[src/rtl/alu_seq_pkg.sv]
// Shared definitions for the execute sequencer: ALU op codes, instruction
// kinds and sequencer states.
package alu_seq_pkg;

    localparam logic [4:0] OP_ADD      = 5'b00000;
    localparam logic [4:0] OP_ADD_CLR0 = 5'b00011;
    localparam logic [4:0] OP_BEQ      = 5'b01101;
    localparam logic [4:0] OP_BNE      = 5'b10010;
    localparam logic [4:0] OP_BLT      = 5'b10000;
    localparam logic [4:0] OP_BGE      = 5'b01110;
    localparam logic [4:0] OP_BLTU     = 5'b10001;
    localparam logic [4:0] OP_BGEU     = 5'b01111;

    typedef enum logic [1:0] {
        KIND_ALU    = 2'd0,
        KIND_BRANCH = 2'd1,
        KIND_JAL    = 2'd2,
        KIND_JALR   = 2'd3
    } kind_e;

    typedef enum logic [1:0] {
        ST_IDLE  = 2'd0,
        ST_PASS1 = 2'd1,
        ST_PASS2 = 2'd2,
        ST_DONE  = 2'd3
    } state_e;

endpackage

[src/rtl/alu_seq_ctrl.sv]
// Multi-cycle execute sequencer: drives the shared ALU for one or two passes
// per instruction and hands rd data / next PC to writeback.
module alu_seq_ctrl #(
    parameter int unsigned XLEN       = 32,
    parameter int unsigned RST_PC_INC = 4
) (
    input  logic            clk,
    input  logic            rst,
    input  logic            in_valid,
    output logic            in_ready,
    input  logic [31:0]     in_inst,
    input  logic [XLEN-1:0] in_pc,
    input  logic [XLEN-1:0] in_rs1,
    input  logic [XLEN-1:0] in_rs2,
    input  logic [XLEN-1:0] in_imm,
    input  logic [4:0]      in_op,
    input  logic [1:0]      in_kind,
    input  logic            in_use_imm,
    output logic [31:0]     alu_inst,
    output logic [XLEN-1:0] alu_src1,
    output logic [XLEN-1:0] alu_src2,
    output logic [4:0]      alu_ctrl,
    input  logic [XLEN-1:0] alu_result,
    output logic            out_valid,
    input  logic            out_ready,
    output logic [XLEN-1:0] out_rd_data,
    output logic [XLEN-1:0] out_next_pc,
    output logic            out_taken
);
    import alu_seq_pkg::*;

    state_e          state_q, state_d;
    kind_e           kind_q, kind_d;
    logic [31:0]     inst_q, inst_d;
    logic [XLEN-1:0] pc_q, pc_d;
    logic [XLEN-1:0] imm_q, imm_d;

    logic [31:0]     alu_inst_q, alu_inst_d;
    logic [XLEN-1:0] alu_src1_q, alu_src1_d;
    logic [XLEN-1:0] alu_src2_q, alu_src2_d;
    logic [4:0]      alu_ctrl_q, alu_ctrl_d;

    logic            out_valid_q, out_valid_d;
    logic [XLEN-1:0] rd_q, rd_d;
    logic [XLEN-1:0] npc_q, npc_d;
    logic            taken_q, taken_d;

    logic [XLEN-1:0] pc_inc;

    assign pc_inc = pc_q + XLEN'(RST_PC_INC);

    // ALU operands are registered one state ahead so they are stable for the
    // whole pass in which the combinational result is captured.
    always_comb begin
        state_d     = state_q;
        kind_d      = kind_q;
        inst_d      = inst_q;
        pc_d        = pc_q;
        imm_d       = imm_q;
        alu_inst_d  = '0;
        alu_src1_d  = '0;
        alu_src2_d  = '0;
        alu_ctrl_d  = '0;
        out_valid_d = out_valid_q;
        rd_d        = rd_q;
        npc_d       = npc_q;
        taken_d     = taken_q;

        case (state_q)
            ST_IDLE: begin
                if (in_valid) begin
                    kind_d     = kind_e'(in_kind);
                    inst_d     = in_inst;
                    pc_d       = in_pc;
                    imm_d      = in_imm;
                    state_d    = ST_PASS1;
                    alu_inst_d = in_inst;
                    case (kind_e'(in_kind))
                        KIND_ALU: begin
                            alu_ctrl_d = in_op;
                            alu_src1_d = in_rs1;
                            alu_src2_d = in_use_imm ? in_imm : in_rs2;
                        end
                        KIND_BRANCH: begin
                            alu_ctrl_d = in_op;
                            alu_src1_d = in_rs1;
                            alu_src2_d = in_rs2;
                        end
                        KIND_JAL: begin
                            alu_ctrl_d = OP_ADD;
                            alu_src1_d = in_pc;
                            alu_src2_d = in_imm;
                        end
                        default: begin
                            alu_ctrl_d = OP_ADD_CLR0;
                            alu_src1_d = in_rs1;
                            alu_src2_d = in_imm;
                        end
                    endcase
                end
            end

            ST_PASS1: begin
                state_d     = ST_DONE;
                out_valid_d = 1'b1;
                case (kind_q)
                    KIND_ALU: begin
                        rd_d    = alu_result;
                        npc_d   = pc_inc;
                        taken_d = 1'b0;
                    end
                    KIND_BRANCH: begin
                        if (alu_result[0]) begin
                            // Taken: reuse the ALU for the target add.
                            state_d     = ST_PASS2;
                            out_valid_d = 1'b0;
                            alu_inst_d  = inst_q;
                            alu_ctrl_d  = OP_ADD;
                            alu_src1_d  = pc_q;
                            alu_src2_d  = imm_q;
                        end else begin
                            rd_d    = '0;
                            npc_d   = pc_inc;
                            taken_d = 1'b0;
                        end
                    end
                    KIND_JAL: begin
                        rd_d    = pc_inc;
                        npc_d   = alu_result;
                        taken_d = 1'b1;
                    end
                    default: begin
                        rd_d    = pc_inc;
                        npc_d   = {alu_result[XLEN-1:1], 1'b0};
                        taken_d = 1'b1;
                    end
                endcase
            end

            ST_PASS2: begin
                state_d     = ST_DONE;
                out_valid_d = 1'b1;
                rd_d        = '0;
                npc_d       = alu_result;
                taken_d     = 1'b1;
            end

            default: begin
                if (out_ready) begin
                    state_d     = ST_IDLE;
                    out_valid_d = 1'b0;
                end
            end
        endcase
    end

    always_ff @(posedge clk or posedge rst) begin
        if (rst) begin
            state_q     <= ST_IDLE;
            kind_q      <= KIND_ALU;
            inst_q      <= '0;
            pc_q        <= '0;
            imm_q       <= '0;
            alu_inst_q  <= '0;
            alu_src1_q  <= '0;
            alu_src2_q  <= '0;
            alu_ctrl_q  <= '0;
            out_valid_q <= 1'b0;
            rd_q        <= '0;
            npc_q       <= '0;
            taken_q     <= 1'b0;
        end else begin
            state_q     <= state_d;
            kind_q      <= kind_d;
            inst_q      <= inst_d;
            pc_q        <= pc_d;
            imm_q       <= imm_d;
            alu_inst_q  <= alu_inst_d;
            alu_src1_q  <= alu_src1_d;
            alu_src2_q  <= alu_src2_d;
            alu_ctrl_q  <= alu_ctrl_d;
            out_valid_q <= out_valid_d;
            rd_q        <= rd_d;
            npc_q       <= npc_d;
            taken_q     <= taken_d;
        end
    end

    assign in_ready    = (state_q == ST_IDLE);
    assign alu_inst    = alu_inst_q;
    assign alu_src1    = alu_src1_q;
    assign alu_src2    = alu_src2_q;
    assign alu_ctrl    = alu_ctrl_q;
    assign out_valid   = out_valid_q;
    assign out_rd_data = rd_q;
    assign out_next_pc = npc_q;
    assign out_taken   = taken_q;

endmodule

[config.mk]
export PLATFORM = sky130hd
export DESIGN_NAME = alu_seq_ctrl
export DESIGN_NICKNAME = d
export VERILOG_FILES = /design/src/rtl/alu_seq_pkg.sv /design/src/rtl/alu_seq_ctrl.sv
export SDC_FILE = /design/constraint.sdc
export NUM_CORES = 1
export LEC_CHECK = 0
export BUFFER_PORTS_ARGS = -buffer_cell sky130_fd_sc_hd__buf_2
export CELL_PAD_IN_SITES_DETAIL_PLACEMENT = 1
export CELL_PAD_IN_SITES_GLOBAL_PLACEMENT = 1
export CORE_AREA = 2 2 193 195
export CTS_CLUSTER_SIZE = 12
export DETAILED_ROUTE_END_ITERATION = 8
export DIE_AREA = 0 0 195 197
export PLACE_DENSITY_LB_ADDON = 0.2
export SYNTH_ARGS = -nofsm -noshare
export SYNTH_HDL_FRONTEND = slang
export SYNTH_SLANG_ARGS = --single-unit
[constraint.sdc]
create_clock -name clk -period 7.13 [get_ports clk]
set_input_delay 0 -clock clk [delete_from_list [all_inputs] [get_ports clk]]
set_output_delay 0 -clock clk [all_outputs]
set_load 0.02 [all_outputs]
* After elaboration in Yosys (flattened, before gate mapping)
Cells that the tools add are included.
** Word-level totals
- Flip-flop bits (word level) :: 267
- Bits of input ports :: 204
- Logic and storage cells :: 70
** Cells by class
- $add $sub $neg :: 1
- Eq/ne operators :: 8
- Mux-type cells :: 36
- Bitwise operators :: 1
- Reduce and logical (&&, ||, !) cells :: 11
** Operator list (count)
- $pmux W32 S2 :: 7
- $mux W32 :: 13
- $pmux W32 S3 :: 1
- $add A32 B3 Y32 const B :: 1
- $mux W5 :: 2
- $pmux W5 S2 :: 1
- $reduce_and A2 Y1 :: 4
- $eq A2 B1 Y1 const B :: 3
- $eq A2 B2 Y1 const B :: 3
- $logic_not A2 Y1 :: 3
- $mux W1 :: 6
- $pmux W2 S3 :: 1
- $mux W2 :: 2
- $pmux W1 S2 :: 2
- $reduce_bool A4 Y1 :: 1
- $ne A3 B3 Y1 const B :: 1
- $pmux W1 S3 :: 1
- $reduce_bool A3 Y1 :: 1
- $ne A2 B2 Y1 const B :: 1
- $reduce_bool A2 Y1 :: 1
- $reduce_or A2 Y1 :: 1
- $not A1 Y1 :: 1

* Depth between registers and ports, before layout
Gate-level depths: netlist (run 1).
- Depth in word-level cells :: 5
- Mapped depth :: 9
- Mapped depth without buffers :: 7

* Worst setup path after synthesis (run 1)
No wires, ideal clock.
- Path kind :: register -> register
- Start :: reg state_q[1]
- End :: reg pc_q[4]
- Setup time :: 0.065 ns
- Data arrival time :: 1.951 ns
- Required time :: 7.065 ns
- Slack :: 5.113 ns
- Stages on the path, launching flop included :: 9
- Buffers on the path :: 3
- Path through :: dfrtp_1 -> inv_1 -> ha_1 -> and2_1 -> clkbuf_1 -> clkbuf_1 -> buf_1 -> nand2_1 -> nand2_1
** On the way
- Word-level cells in the longest chain between the ends :: 2
** Ends and longest elaborated chain
- start: declaration :: RTL line alu_seq_ctrl.sv:32 : state_e state_q, state_d;
- start signal: assignment :: RTL line alu_seq_ctrl.sv:173 : state_q <= state_d;
- $logic_not A2 Y1
- net in_ready :: RTL line alu_seq_ctrl.sv:10 : output logic in_ready,
- $reduce_and A2 Y1 (no line)
- end signal: assignment :: RTL line alu_seq_ctrl.sv:176 : pc_q <= pc_d;
- end: declaration :: RTL line alu_seq_ctrl.sv:35 : logic [XLEN-1:0] pc_q, pc_d;
The timed path passes the listed nets, and every way through them passes these cells.
A chain may end at the register's enable or synchronous reset.

* Worst setup path in the final report (run 1)
- Start :: reg state_q[1]
- End :: reg alu_ctrl_q[3] (netlist: alu_ctrl[3])
** On the way
- Word-level cells in the longest chain between the ends :: 2
** Ends and longest elaborated chain
- $logic_not A2 Y1 :: RTL line alu_seq_ctrl.sv:69 : case (state_q)
- $mux W5
- net alu_ctrl_d[3] :: RTL line alu_seq_ctrl.sv:41 : logic [4:0] alu_ctrl_q, alu_ctrl_d;
- end signal: assignment :: RTL line alu_seq_ctrl.sv:181 : alu_ctrl_q <= alu_ctrl_d;
- end: declaration :: RTL line alu_seq_ctrl.sv:41
The timed path passes the listed nets, and every way through them passes these cells.

==> impl_metrics.py, run 1 <==
metrics = {
    "cts": {
        "postCtsResizedCells": 0,
        "clk_pin_slew_ps": 60,
        "cts-buffers-inserted": 31,
        "cts_buffer_depth": 3,
        "worstSkewPairLatency_ps": 560,
        "cts_tree": "built",
        "htree_levels": 1,
        "cts_sinks": 267,
        "cts_root_buf": "clkbuf_16",
        "cts_setup_buffers": 0,
    },
    "synth": {
        "yosys.area.top_type": "dfrtp_1",
        "synth_nets": 1395,
        "synth_top_area_share": 0.579,
        "synth_ff_type": "dfrtp_1",
        "postSynthAreaPerCell_sq_um": 9.74,
        "synth-simple-area-share": 0.180,
        "synth-compound-area-share": 0.129,
        "ys_top_cells_by_count": "nand2_1, dfrtp_1, o21ai_0, mux2i_1, clkbuf_1",
        "synth_fa_ha_area_frac": 0.00542,
        "synthCells": 1186,
        "synth_top_family_by_area": "simple AND/OR/NAND/NOR gates",
        "yosysMostFrequentCell": "nand2_1",
        "synth_area_leaders": "dfrtp_1, nand2_1, mux2i_1, o21ai_0, a22o_1",
        "synth.mux.area_fraction": 0.0581,
        "syn_area_sq_mm": 0.0115,
        "synthArstFlopShare": 1.00,
        "synthXorXnorAreaFrac": 0.0174,
        "ys_types": 52,
        "ys_ff_latch": 267,
        "yosysWarnings": 0,
        "synth_edf_count": 0,
        "ys_seq_area_frac": 0.579,
    },
    "global_route": {
        "grt_pass1_vias": 12000,
        "track_usage": 0.218,
        "antenna_found_initial": 4,
        "grt_overflow": 0,
        "grt_pass1_wl_um": 66400,
        "grt_max_degree": 153,
    },
    "sta": {
        "worstMarginPinSlew_ps": 935,
        "grt_setup_unrepaired": "false",
        "period_share": 0.458,
        "setup_viol": 0,
        "min_period_ps": 3260,
        "max_freq_mhz": 306,
        "slew_violations": 0,
        "skew_ps": 17.1,
        "hold_viol": 0,
        "fin_setup_tns_ps": 0,
        "layout_setup_ws_ps": 3870,
        "slew_headroom": 0.377,
    },
    "pwr": {
        "ir_drop_mv": 0.288,
        "power.density_mw_per_mm2": 370,
        "total_power_uw": 6290,
        "p_leak_uw": 0.00875,
    },
    "final_layout": {
        "fillCellCount": 4161,
        "final_cells": 2225,
        "synthToLayoutAreaGrowth_pct": 47.1,
        "fin_util": 0.468,
        "drive_above_1_share": 0.257,
        "fin_nets": 1939,
    },
    "route": {
        "wl_um": 42300,
        "dr.pass1.iters": 4,
        "vias": 10800,
        "avgRoutedWirePerCell_um": 19.0,
        "final_antenna_net_count": 0,
        "drc": 0,
        "drt_iter0_drc": 482,
        "viasPerCell": 4.86,
    },
    "placement": {
        "placed_cells": 1958,
        "gp_congestion": 0.777,
        "hpwl_um": 26500,
        "numPortBuffers": 371,
        "place_ws_ps": 4180,
    },
    "setup_path": {
        "cp-start-kind": "flop",
        "required_ps": 7560,
        "cp.arrival_ps": 3690,
        "r2r_setup_slack_ps": 3870,
        "crit_type": "flop to flop",
        "worst-path-max-fanout": 90,
        "endpoint_kind": "flop",
    },
    "outcome": {
        "status": "completed",
    },
    "job": {
        "maxCapViolations": 0,
    },
    "floorplanning": {
        "core_area_sq_mm": 0.0363,
        "start_util": 0.318,
        "dieArea_sq_mm": 0.0384,
        "chipHeight_um": 197,
        "die_w_um": 195,
        "top_level_ports": 372,
        "fp-row-count": 70,
    },
    "min_path": {
        "hold_path.class": "input pin to asynchronous set/reset pin",
    },
}
## routing by layer
metal  GRT usage  part of all wire  vias up
met1       0.277              0.43     5305
met2       0.368              0.48      319
li1            -                 -     5111
met3      0.0508             0.061       80
met4      0.0679             0.029        0
met5           0                 0        -
## area by class of cell
class / count / area [sq um] / share of cell area
antenna: 4 / 10.0 / 0.000589
timing repair buffer: 590 / 4030 / 0.237
multi-input combinational: 828 / 4550 / 0.268
clock buffer: 42 / 877 / 0.0516
clock inverter: 14 / 199 / 0.0117
tap: 468 / 586 / 0.0345
inverter: 12 / 48.8 / 0.00287
sequential: 267 / 6680 / 0.393
## path summary, 6_finish.rpt
| path | end | from | cells after the start |
|---|---|---|---|
| max reg2reg | alu_ctrl[3] | state_q[1] | 6 |
| max in group asynchronous | inst_q[9] | rst | 5 |
| min | out_next_pc[6] | rst | 4 |
| min reg2reg | imm_q[18] | imm_q[18] | 2 |
| min in group clk | imm_q[14] | in_imm[14] | 4 |
| max | alu_ctrl[3] | state_q[1] | 6 |
## worst max-delay path: stages (launching register included)
cell and delay, ps:
dfrtp_1 470, inv_1 110, ha_1 300, nand2_4 620, buf_4 800, nor3b_1 120, dlygate4sd3_1 610
## registers in the layout, indices dropped and copies added, names as in the netlist
| name | count |
|---|---|
| alu_inst | 32 |
| alu_src1 | 32 |
| alu_src2 | 32 |
| imm_q | 32 |
| inst_q | 32 |
| out_next_pc | 32 |
| out_rd_data | 32 |
| pc_q | 32 |
| alu_ctrl | 5 |
| kind_q | 2 |
| state_q | 2 |
| out_taken | 1 |
| out_valid | 1 |
## layout by cell type (no fill, tap or decap), drive strengths merged, types with 6 or more instances in the layout
cell	count
a22oi	25
nand2	390
a31oi	7
nand3	21
mux2i	67
xnor2	9
nor2	28
inv	12
clkbuf	42
buf	383
a22o	39
o21ai	123
a21oi	18
nand4	13
o211ai	6
clkinv	8
dfrtp	267
dlygate4sd3	207
xor2	14
nor3	10
## kinds of logic after synthesis
kind of cell,count (synthesis)
compound gates,240
mux,67
fa+ha+maj,5
simple gates,493
xor+xnor,23
buf+inv,91
flops,267
## power breakdown
| group | total, uW | switching (uW) | internal (uW) |
|---|---|---|---|
| Clock | 1680 | 640 | 1040 |
| Sequential | 2410 | 393 | 2020 |
| Combinational | 2200 | 1410 | 786 |
| Total | 6290 | 2450 | 3840 |
## through the flow
stage | area [sq um] | hold slack, ps
floorplan | 11600 | 105
global route | 17000 | 193
detailed placement | 13800 | 210
finish | 17000 | 184
global placement | 13800 | 205
CTS | 17000 | 159
## repair_timing
action,4_1_cts,5_1_grt
hold buffers,207,0
hold endpoints to repair,310,0
setup endpoints to repair,0,0
Power figures use the tool's default switching activity.
==> run 2: changes to the inputs <==
Settings changed: ABC_AREA from default to 1, CORE_AREA 2 2 193 195 to 2 2 197 199, DIE_AREA 0 0 195 197 to 0 0 199 201.
Clock period 7.13 ns to 2.7 ns, I/O delays scaled along.
==> run 2 against run 1 <==
Cell area rose by 3.6%. Die area rose by 4.1%. First-iteration DRC count rose by 9.1%. Synthesized cell count rose by 21%.
==> impl_metrics.py, run 2 <==
metrics = {
    "outcome": {
        "status": "completed",
    },
    "final_layout": {
        "fin_util": 0.462,
        "drive_above_1_share": 0.233,
        "synthToLayoutAreaGrowth_pct": 47.0,
        "final_cell_mix": "nand2_1, buf_2, dfrtp_1",
        "stdcell_area_sq_mm": 0.0176,
        "layout_commonest_cell": "nand2_1",
        "fillCellCount": 4575,
        "fin_nets": 2217,
    },
    "route": {
        "drc": 0,
        "viasPerCell": 4.81,
        "avgRoutedWirePerCell_um": 18.4,
        "vias": 12300,
        "final_antenna_net_count": 0,
        "dr.pass1.iters": 4,
        "wl_um": 47100,
        "drt_iter0_drc": 526,
    },
    "pwr": {
        "p_sw_uw": 8110,
        "power_frac_seq": 0.349,
        "total_power_uw": 18800,
        "ir_drop_mv": 0.527,
        "intPower_uw": 10700,
        "p_leak_uw": 0.00904,
        "p_sw_frac": 0.432,
        "p_comb_frac": 0.428,
        "clock_power_share": 0.223,
        "power.density_mw_per_mm2": 1070,
    },
    "sta": {
        "skew_ps": 9.24,
        "worstMarginPinSlew_ps": 852,
        "hold_viol": 0,
        "max_freq_mhz": 403,
        "slew_violations": 0,
        "slew_headroom": 0.432,
        "min_period_ps": 2480,
        "grt_setup_unrepaired": "false",
        "whs_ps": 134,
        "setup_viol": 0,
        "period_share": 0.919,
    },
    "setup_path": {
        "cp_slowest_cell": "dlygate4sd3_1",
        "worst-path-max-fanout": 36,
        "crit_buf_inv": 4,
        "endpoint_kind": "flop",
        "crit_chain": "inv_1 > ha_1 > nand2_4 > inv_4 > buf_12 > nand2_1 > nand2_1 > o21ai_0 > dlygate4sd3_1 > o21ai_0",
        "cp.arrival_ps": 2970,
        "ff2ff_path_depth": 10,
        "crit_type": "flop to flop",
        "critPathMaxStageDelay_ps": 610,
        "path_delay_family": "buffers and inverters",
        "required_ps": 3190,
        "cp-start-kind": "flop",
        "path_depth": 10,
    },
    "floorplanning": {
        "core_area_sq_mm": 0.0381,
        "die_w_um": 199,
        "start_util": 0.314,
        "dieArea_sq_mm": 0.0400,
        "fp-row-count": 72,
        "chipHeight_um": 201,
        "top_level_ports": 372,
    },
    "global_route": {
        "grt_pass1_wl_um": 74100,
        "grt_pass1_vias": 13400,
        "track_usage": 0.235,
        "grt_overflow": 0,
        "grt_max_degree": 129,
        "antenna_found_initial": 10,
    },
    "cts": {
        "cts_root_buf": "clkbuf_16",
        "worstSkewPairLatency_ps": 560,
        "htree_levels": 1,
        "cts_setup_buffers": 0,
        "cts_tree": "built",
        "clk_pin_slew_ps": 60,
        "cts-buffers-inserted": 31,
        "cts_sinks": 267,
        "cts_buffer_depth": 3,
    },
    "synth": {
        "synth_ff_type": "dfrtp_1",
        "ys_types": 34,
        "yosys.area.top_type": "dfrtp_1",
        "synth_edf_count": 0,
        "synthArstFlopShare": 1.00,
        "postSynthAreaPerCell_sq_um": 8.32,
        "synth_top_area_share": 0.558,
        "syn_area_sq_mm": 0.0120,
        "ys_top_cells_by_count": "nand2_1, dfrtp_1, o21ai_0, inv_1, a21oi_1",
        "yosysMostFrequentCell": "nand2_1",
        "ys_seq_area_frac": 0.558,
        "synthCells": 1439,
        "yosysWarnings": 0,
        "synth_nets": 1648,
        "ys_ff_latch": 267,
        "synth_area_leaders": "dfrtp_1, nand2_1, o21ai_0, a21oi_1, inv_1",
    },
    "min_path": {
        "hold_depth": 5,
        "hold_path.class": "input pin to flop",
    },
    "placement": {
        "hpwl_um": 30400,
        "numPortBuffers": 371,
        "place_area_sq_mm": 0.0144,
        "gp_congestion": 0.836,
    },
    "job": {
        "maxCapViolations": 0,
    },
}
run 2: cell types whose count changed in the layout (fill, tap and decap cells not counted), moves of 9 or more:
| cell | previous run | this run |
|---|---|---|
| o21ai_0 | 120 | 247 |
| nand2_1 | 388 | 489 |
| inv_1 | 11 | 90 |
| a21oi_1 | 17 | 84 |
| mux2i_1 | 67 | 0 |
| a22o_1 | 39 | 0 |
| nor2_1 | 27 | 66 |
| nand3_1 | 21 | 44 |
| a22oi_1 | 25 | 9 |
| dlygate4sd3_1 | 207 | 218 |
| nor2_4 | 0 | 9 |
| nor3_1 | 9 | 0 |
| xnor2_1 | 9 | 0 |
run 2: worst paths after layout:
path | startpoint | to | slack [ps]
min in group asynchronous | rst | pc_q[26] | 140
worst min register to register | out_rd_data[21] | out_rd_data[21] | 470
worst min-delay path | in_use_imm | alu_src2[13] | 130
worst max register to register | state_q[0] | alu_src1[25] | 220
max in group asynchronous | rst | out_next_pc[4] | 1670
worst max-delay path | state_q[0] | alu_src1[25] | 220
run 2: power groups by stage:
stage | Clock (uW) | Combinational (uW) | Sequential, uW
floorplan | 0 | 4200 | 7340
global route | 4450 | 9000 | 6730
global placement | 0 | 7460 | 6570
finish | 4180 | 8040 | 6550
detailed placement | 0 | 7690 | 6580
CTS | 4290 | 8030 | 6530
run 2: cell families (layout without fill, tap and decap cells):
kind of cell               count (synthesis)  after routing  synth area share
AOI/OAI and AO/OA                        352            352             0.151
xor gates and xnor gates                  14             14            0.0115
adders and majority gates                  5              5           0.00522
buffers and inverters                    174            762            0.0608
DFF                                      267            267             0.558
other                                      0              9                 0
and+or+nand+nor                          627            627             0.214
run 2: per-layer routing:
layer | vias up | part of all wire | GRT usage
li1 | 5772 | - | -
met1 | 6024 | 0.43 | 0.302
met2 | 390 | 0.48 | 0.393
met3 | 95 | 0.060 | 0.0450
met4 | 2 | 0.032 | 0.0832
met5 | - | 0.00028 | 0
run 2: repair_timing:
item | CTS | global route
endpoints found under the hold margin | 291 | 0
hold buffers | 218 | 0
setup endpoints to repair | 0 | 8
gates resized for setup | 0 | 2
run 2: stage by stage:
step / TNS (ps) / cells / setup slack, ps
floorplan: -220400 / 1439 / -825
global placement: 0 / 2275 / 505
detailed placement: 0 / 2275 / 439
CTS: 0 / 2545 / 86.6
global route: 0 / 2554 / 45.1
finish: 0 / 2554 / 218
run 2: layout make-up:
type / count / area, sq um / share of cell area
sequential: 267 / 6680 / 0.380
multi-input combinational: 998 / 4580 / 0.260
timing repair buffer: 614 / 4320 / 0.245
clock buffer: 47 / 916 / 0.0520
tap: 518 / 648 / 0.0368
inverter: 96 / 367 / 0.0208
clock inverter: 5 / 75.1 / 0.00426
antenna: 9 / 22.5 / 0.00128
run 2: worst reg2reg max path: cells and delay by family (launching register included):
family	cells	cell delay (ps)
buffers and inverters	4	1210
DFF	1	400
and+or+nand+nor	3	340
adders and majority gates	1	280
AOI/OAI and AO/OA	2	190
